<file path="src/rtl/pipe_hazard_ctrl.sv">
// rtl/pipe_hazard_ctrl.sv - pipeline stall/flush sequencer with memory-wait timeout FSM (optional PIPE_FORWARDING_EN)
module pipe_hazard_ctrl #(
  parameter int TIMEOUT = 64,
  parameter int CNT_W   = 16
) (
  input  logic             clk,
  input  logic             rst,
  input  logic [3:0]       id_src1,
  input  logic [3:0]       id_src2,
  input  logic             id_src1_vld,
  input  logic             id_src2_vld,
  input  logic [3:0]       exe_dest,
  input  logic             exe_wb_en,
  input  logic             exe_mem_r_en,
  input  logic [3:0]       mem_dest,
  input  logic             mem_wb_en,
  input  logic             exe_branch,
  input  logic             mem_req,
  input  logic             mem_ready,
  output logic             if_freeze,
  output logic             if_flush,
  output logic             id_flush,
  output logic             be_freeze,
  output logic             mem_timeout,
  output logic [CNT_W-1:0] stall_cnt
);

  localparam int WC_W = $clog2(TIMEOUT) + 1;

  typedef enum logic [1:0] {
    ST_RUN  = 2'd0,
    ST_WAIT = 2'd1,
    ST_ERR  = 2'd2
  } state_t;

  state_t            r_state;
  logic [WC_W-1:0]   r_wait_cnt;
  logic [CNT_W-1:0]  r_stall_cnt;
  logic              r_mem_timeout;

  logic              w_hz;
  logic              w_mem_stall;
  logic              w_if_freeze;
  logic              w_if_flush;
  logic              w_id_flush;
  logic              w_be_freeze;
  logic              w_unused_ok;

`ifdef PIPE_FORWARDING_EN
  // Forwarding covers everything except a load whose data is not back yet
  assign w_hz = exe_mem_r_en & exe_wb_en &
                ((id_src1_vld & (exe_dest == id_src1)) |
                 (id_src2_vld & (exe_dest == id_src2)));
  assign w_unused_ok = &{1'b0, mem_dest, mem_wb_en};
`else
  logic w_raw1;
  logic w_raw2;
  assign w_raw1 = id_src1_vld & ((exe_wb_en & (exe_dest == id_src1)) |
                                 (mem_wb_en & (mem_dest == id_src1)));
  assign w_raw2 = id_src2_vld & ((exe_wb_en & (exe_dest == id_src2)) |
                                 (mem_wb_en & (mem_dest == id_src2)));
  assign w_hz = w_raw1 | w_raw2;
  assign w_unused_ok = exe_mem_r_en;
`endif

  assign w_mem_stall = mem_req & ~mem_ready & (r_state != ST_ERR);

  // Prioritised control decode; held low while reset is asserted
  always_comb begin
    w_if_freeze = 1'b0;
    w_if_flush  = 1'b0;
    w_id_flush  = 1'b0;
    w_be_freeze = 1'b0;
    if (!rst) begin
      if (r_state == ST_ERR) begin
        w_if_freeze = 1'b1;
        w_be_freeze = 1'b1;
      end else if (w_mem_stall) begin
        w_if_freeze = 1'b1;
        w_be_freeze = 1'b1;
      end else if (exe_branch) begin
        w_if_flush = 1'b1;
        w_id_flush = 1'b1;
      end else if (w_hz) begin
        w_if_freeze = 1'b1;
        w_id_flush  = 1'b1;
      end
    end
  end

  // Memory-wait FSM with timeout counter and sticky error flag
  always_ff @(posedge clk or posedge rst) begin
    if (rst) begin
      r_state       <= ST_RUN;
      r_wait_cnt    <= '0;
      r_mem_timeout <= 1'b0;
    end else begin
      case (r_state)
        ST_RUN: begin
          r_wait_cnt <= '0;
          if (mem_req && !mem_ready) r_state <= ST_WAIT;
        end
        ST_WAIT: begin
          if (mem_ready) begin
            r_state    <= ST_RUN;
            r_wait_cnt <= '0;
          end else if (r_wait_cnt == WC_W'(TIMEOUT - 1)) begin
            r_state       <= ST_ERR;
            r_mem_timeout <= 1'b1;
          end else begin
            r_wait_cnt <= r_wait_cnt + WC_W'(1);
          end
        end
        ST_ERR: r_state <= ST_ERR;
        default: r_state <= ST_RUN;
      endcase
    end
  end

  // Saturating count of fetch-freeze cycles
  always_ff @(posedge clk or posedge rst) begin
    if (rst) begin
      r_stall_cnt <= '0;
    end else if (w_if_freeze && (r_stall_cnt != {CNT_W{1'b1}})) begin
      r_stall_cnt <= r_stall_cnt + CNT_W'(1);
    end
  end

  assign if_freeze   = w_if_freeze;
  assign if_flush    = w_if_flush;
  assign id_flush    = w_id_flush;
  assign be_freeze   = w_be_freeze;
  assign mem_timeout = r_mem_timeout;
  assign stall_cnt   = r_stall_cnt;

endmodule

</file>
<file path="config.mk">
export PLATFORM = sky130hd
export DESIGN_NAME = pipe_hazard_ctrl
export DESIGN_NICKNAME = d
export VERILOG_FILES = /design/src/rtl/pipe_hazard_ctrl.sv
export SDC_FILE = /design/constraint.sdc
export NUM_CORES = 1
export LEC_CHECK = 0
export ABC_AREA = 1
export CORE_AREA = 4 4 70 72
export DETAILED_ROUTE_END_ITERATION = 8
export DIE_AREA = 0 0 74 76
export MAX_ROUTING_LAYER = met4
export PLACE_DENSITY = 0.73
export SLEW_MARGIN = 20
export SYNTH_ARGS = -nofsm -noshare
export SYNTH_HDL_FRONTEND = slang
export SYNTH_SLANG_ARGS = --single-unit
</file>
<file path="constraint.sdc">
create_clock -name clk -period 1.5 [get_ports clk]
set_clock_uncertainty 0.05 [all_clocks]
set_input_delay 0.15 -clock clk [delete_from_list [all_inputs] [get_ports clk]]
set_output_delay 0.15 -clock clk [all_outputs]
set_load 0.02 [all_outputs]
</file>
Word-level counts from Yosys, hierarchy flattened
Cells that the tools add are included.
Widths: inputs -> output; s select.
{ "word_totals": {"regBits": 26, "elab_cells": 61} }
{ "op_classes": {"addsub": 2, "n_eq_ne": 12, "n_mux": 23, "n_bitwise": 12, "reduce_logical": 8} }
{ "ops": {"columns": ["op", "n"], "rows": [
  ["$add 16x1->16 const B", 1],
  ["$eq 4x4->1", 4],
  ["$mux 1", 16],
  ["$ne 16x16->1 const B", 1],
  ["$mux 7", 2],
  ["$pmux 7 s2", 1],
  ["$and 1x1->1", 8],
  ["$add 7x1->7 const B", 1],
  ["$eq 7x6->1 const B", 1],
  ["$mux 2", 3],
  ["$ne 3x3->1 const B", 2],
  ["$pmux 2 s3", 1],
  ["$ne 2x2->1 const B", 2],
  ["$reduce_and 2->1", 2],
  ["$or 1x1->1", 3],
  ["$reduce_and 3->1", 1],
  ["$eq 2x1->1 const B", 1],
  ["$eq 2x2->1 const B", 1],
  ["$logic_and 1x1->1", 2],
  ["$logic_not 2->1", 1],
  ["$reduce_bool 2->1", 1],
  ["$logic_not 1->1", 1],
  ["$not 1->1", 1]
]} }

Depth between registers and ports, before layout
{ "logic_depth": {"ltp_word": 11, "mapped_depth": 14, "ltp_nobuf": 13} }

Worst setup path after synthesis
OpenSTA, ideal clock, no wires.
{ "synth_path": {"path_kind": "flip-flop to flip-flop", "start": "register r_stall_cnt[1], in the netlist stall_cnt[1]", "end": "register r_stall_cnt[2], in the netlist stall_cnt[2]", "setup_time_ps": 118, "t_arrival_ps": 1644, "required_ps": 1332, "slack_ps": -312, "stages_incl_launch_ff": 10, "path_buffers": 1, "period_less_slack_ps": 1812, "path_cell_list": "dfrtp_1 -> ha_1 -> nand3_2 -> nor3_4 -> nand2_2 -> nor2_4 -> nand2_4 -> buf_2 -> nand3_1 -> nand2_1"} }
{ "synth_via": {"elab_chain_len": 2, "word_cells_on_any_way": 3, "classes_between": "add/sub (1); eq/ne (1); reduce/logical (1)"} }
{ "synth_rtl": {"columns": ["element", "line", "text"], "rows": [
  ["from (decl)", "38", "logic [CNT_W-1:0] r_stall_cnt;"],
  ["from (signal assigned)", "125", "r_stall_cnt <= r_stall_cnt + CNT_W'(1);"],
  ["branches (longest 2 deep; another with $add 16x1->16)", null, null]
]} }
Several ways; the timed one is not identified.
A chain may end at the register's enable or synchronous reset.

Worst setup path in the final report
{ "layout_path": {"start": "register r_stall_cnt[1], in the netlist stall_cnt[1]", "end": "register r_stall_cnt[6], in the netlist stall_cnt[6]"} }
Same word-level chain as after synthesis.

==> impl_metrics.tcl <==
set metrics [dict create \
    status "finished, violations left" \
    violations "negative setup slack" \
    maxCapViolCount 0 \
    p_seq_share_pct 32.0 \
    post_drt_wl_per_cell_um 13.0 \
    internal_power_mw 1.71 \
    hpwlAfterDp_um 3570 \
    numClockSinks 26 \
    synth_top_area_cell "dfrtp_1" \
    combPwrFrac_pct 51.5 \
    cts_root_buffer "clkbuf_8" \
    dpl.cell_count 394 \
    rows 24 \
    fin_total_pwr_mw 2.82 \
    powerDensity_nw_per_um2 1000 \
    synthCells 266 \
    synth_top_cell_area_share_pct 36.1 \
    syn_area_per_cell_um2 6.78 \
    antenna_cells 0 \
    final_max_slew_viol_count 0 \
    fin_crit_sh_pct 112 \
    critPathMaxStageDelay_ps 410 \
    p_sw_mw 1.12 \
    fmax_mhz 598 \
    initialDrtViolationCount 99 \
    grt_first_pass_wirelength_um 8770 \
    die_area_um2 5620 \
    drc 0 \
    cp-start-kind "flop" \
    p_clk_share_pct 16.5 \
    cpLargestDelayFamily "simple AND/OR/NAND/NOR gates" \
    routed_wirelength_um 5310 \
    start_util_pct 42.0 \
    setup-tns-final_ps -2460 \
    max-slew-margin-rel_pct 50.7 \
    clockBufferDepth 2 \
    ys_ff_latch 26 \
    syn_area_um2 1800 \
    nNetsFinal 385 \
    ant_nets 0 \
    htreeDepth 1 \
    grt_max_degree 27 \
    period_needed_ps 1670 \
    hold_viol 0 \
    layout_setup_ws_ps -173 \
    drtPass1Iterations 4 \
    path_cells "ha_4 -> nand3_4 -> nor3_4 -> nand2_2 -> nor2_4 -> buf_12 -> nand2_8 -> nand2_8 -> nand2_2 -> nand2_1" \
    yosys_warnings 0 \
    die-height_um 76 \
    area_growth_pct 56.2 \
    path_clk_slew_ps 90 \
    clock_latency_ps 270 \
    instances_no_fill 408 \
    path_class "reg2reg" \
    fp.coreArea_um2 4290 \
    grt_usage_pct 20.0 \
    leakagePower_nw 1.53 \
    first_global_vias 1904 \
    finalSetupViolations 17 \
    synthTopCellsByArea "dfrtp_1 (36%), nand2_1 (20%), nand3_1 (8.0%), inv_1 (7.5%), nor2_1 (4.6%)" \
    die_w_um 74 \
    io_buffers 45 \
    ir_drop_uv 534 \
    numCtsBuffers 3 \
    swShare_pct 39.5 \
    drt-vias-per-instance 4.98 \
    grt_overflow 0 \
    cp-end-kind "flop" \
    synth.distinct_cells 27 \
    cts_tree "built" \
    drive_gt1_share_pct 31.5 \
    critPathArrivalTime_ps 1840 \
    rsz0062_at_grt "yes" \
    path_max_fanout 7 \
    syn_nets 294 \
    antenna_found_initial 0 \
    critPathSlowestCell "dfrtp_2" \
    gp_congestion 0.839 \
    hold_path.class "in2async" \
    worst_slew_pin_slew_ps 736 \
    cts_hold_buf 0 \
    cp_data_required_time_ps 1670 \
    pin_count 47 \
    critPathBufInv 1 \
    synth_seq_area_share_pct 36.1 \
    vias 2033 \
]
[worst paths after layout]
check / from / endpoint / slack (ps) / cells past startpoint
setup / recovery: stall_cnt[1] / stall_cnt[6] / -170 / 10
hold / removal: rst / r_wait_cnt[4] / 390 / 3
setup reg to reg: stall_cnt[1] / stall_cnt[6] / -170 / 10
hold reg to reg: mem_timeout / mem_timeout / 450 / 1
max in group asynchronous: rst / stall_cnt[0] / 730 / 3
min in group clk: mem_timeout / mem_timeout / 450 / 1
[power by group through the flow]
| stage | logic (mW) | clock network (mW) | registers (mW) |
|---|---|---|---|
| 6_report | 1.45 | 0.467 | 0.902 |
| 5_1_grt | 1.60 | 0.507 | 0.912 |
| 4_1_cts | 1.29 | 0.470 | 0.892 |
| 3_5_place_dp | 1.28 | 0 | 0.906 |
| 3_3_place_gp | 1.24 | 0 | 0.898 |
| 2_1_floorplan | 0.522 | 0 | 1.03 |
[layout by cell type, fill, tap and decap left out, types with 2 or more instances in the layout]
cell type | synthesis | routed
nor3_2 | 0 | 2
o21ai_1 | 0 | 4
nand4_1 | 3 | 3
nand2_1 | 96 | 80
buf_6 | 1 | 5
a21oi_1 | 5 | 2
nand3_4 | 0 | 2
nand2_4 | 2 | 5
nand2_8 | 0 | 3
dlygate4sd2_1 | 0 | 17
dfrtp_1 | 26 | 24
dfrtp_2 | 0 | 2
a21oi_2 | 0 | 2
clkdlybuf4s50_1 | 0 | 7
clkbuf_8 | 0 | 4
xor2_1 | 9 | 9
xnor2_1 | 8 | 8
clkdlybuf4s15_1 | 0 | 2
nor4_1 | 2 | 2
nand3_1 | 29 | 25
inv_2 | 1 | 6
buf_4 | 1 | 38
clkbuf_2 | 0 | 14
o21bai_1 | 2 | 2
nor3_1 | 5 | 3
buf_12 | 0 | 2
inv_1 | 36 | 31
nand2_2 | 2 | 15
nor2_4 | 1 | 3
nand3_2 | 1 | 3
nor2_1 | 22 | 19
[cell type report]
cell class | count | area [um2]
Clock buffer | 4 | 55.1
Fill cell | 380 | 1480
Inverter | 37 | 139
Multi-Input combinational cell | 202 | 1200
Sequential cell | 26 | 653
Tap cell | 52 | 65.1
Timing Repair Buffer | 87 | 708
[state kept, by name, summed over array words and instances (netlist names)]
name / cells
mem_timeout: 1
stall_cnt: 16
r_wait_cnt: 7
r_state: 2
[synthesized netlist by cell type]
master / number
buf_4: 1
o211ai_1: 1
nor3_1: 5
nand4_1: 3
nand2_4: 2
o21bai_1: 2
nand3b_1: 1
xor2_1: 9
nor2_1: 22
nor3_4: 1
nor2_4: 1
inv_1: 36
nor4_1: 2
nand3_1: 29
o21ai_0: 5
nand3_2: 1
nand2_2: 2
a21oi_1: 5
dfrtp_1: 26
ha_1: 2
o31ai_1: 1
inv_2: 1
xnor2_1: 8
a211oi_1: 1
buf_6: 1
buf_2: 2
nand2_1: 96
[cells by family (layout without fill, tap and decap cells)]
| logic type | Yosys count | after routing | synth area share, % |
|---|---|---|---|
| xor gates and xnor gates | 17 | 17 | 8.25 |
| adders and majority gates | 2 | 2 | 1.39 |
| and+or+nand+nor | 165 | 168 | 40.2 |
| DFF | 26 | 26 | 36.1 |
| buffers and inverters | 41 | 128 | 9.29 |
| AOI/OAI and AO/OA | 15 | 15 | 4.85 |
[per-stage QoR]
stage | instance area [um2] | utilization [%] | setup slack, ps | hold slack, ps
after detailed placement | 2580 | 60.1 | -702 | 417
after global routing | 2820 | 65.6 | -234 | 424
after global placement | 2580 | 60.1 | -675 | 422
final | 2820 | 65.6 | -173 | 392
after floorplan | 1840 | - | -199 | 148
after CTS | 2730 | 63.7 | -148 | 339
[worst min-delay path: stages]
cell and delay (ps):
clkdlybuf4s50_1 520, inv_1 120, buf_4 340
[what timing repair did]
item                                    4_1_cts  5_1_grt
endpoints found under the setup margin       39       29
buffers inserted                              4        3
resized for setup                            74       62
cloned                                        3        0
pin swaps                                    14       26
[metal layers]
layer  track usage [%]  vias up  routed length, um
met1              26.4      930               2270
met2              31.7       64               2600
met4              6.16        0                158
met5                 -        -                  0
met3              2.24       17                283
li1                  -     1022                  -
No activity file was read; power rests on OpenSTA's default activity.
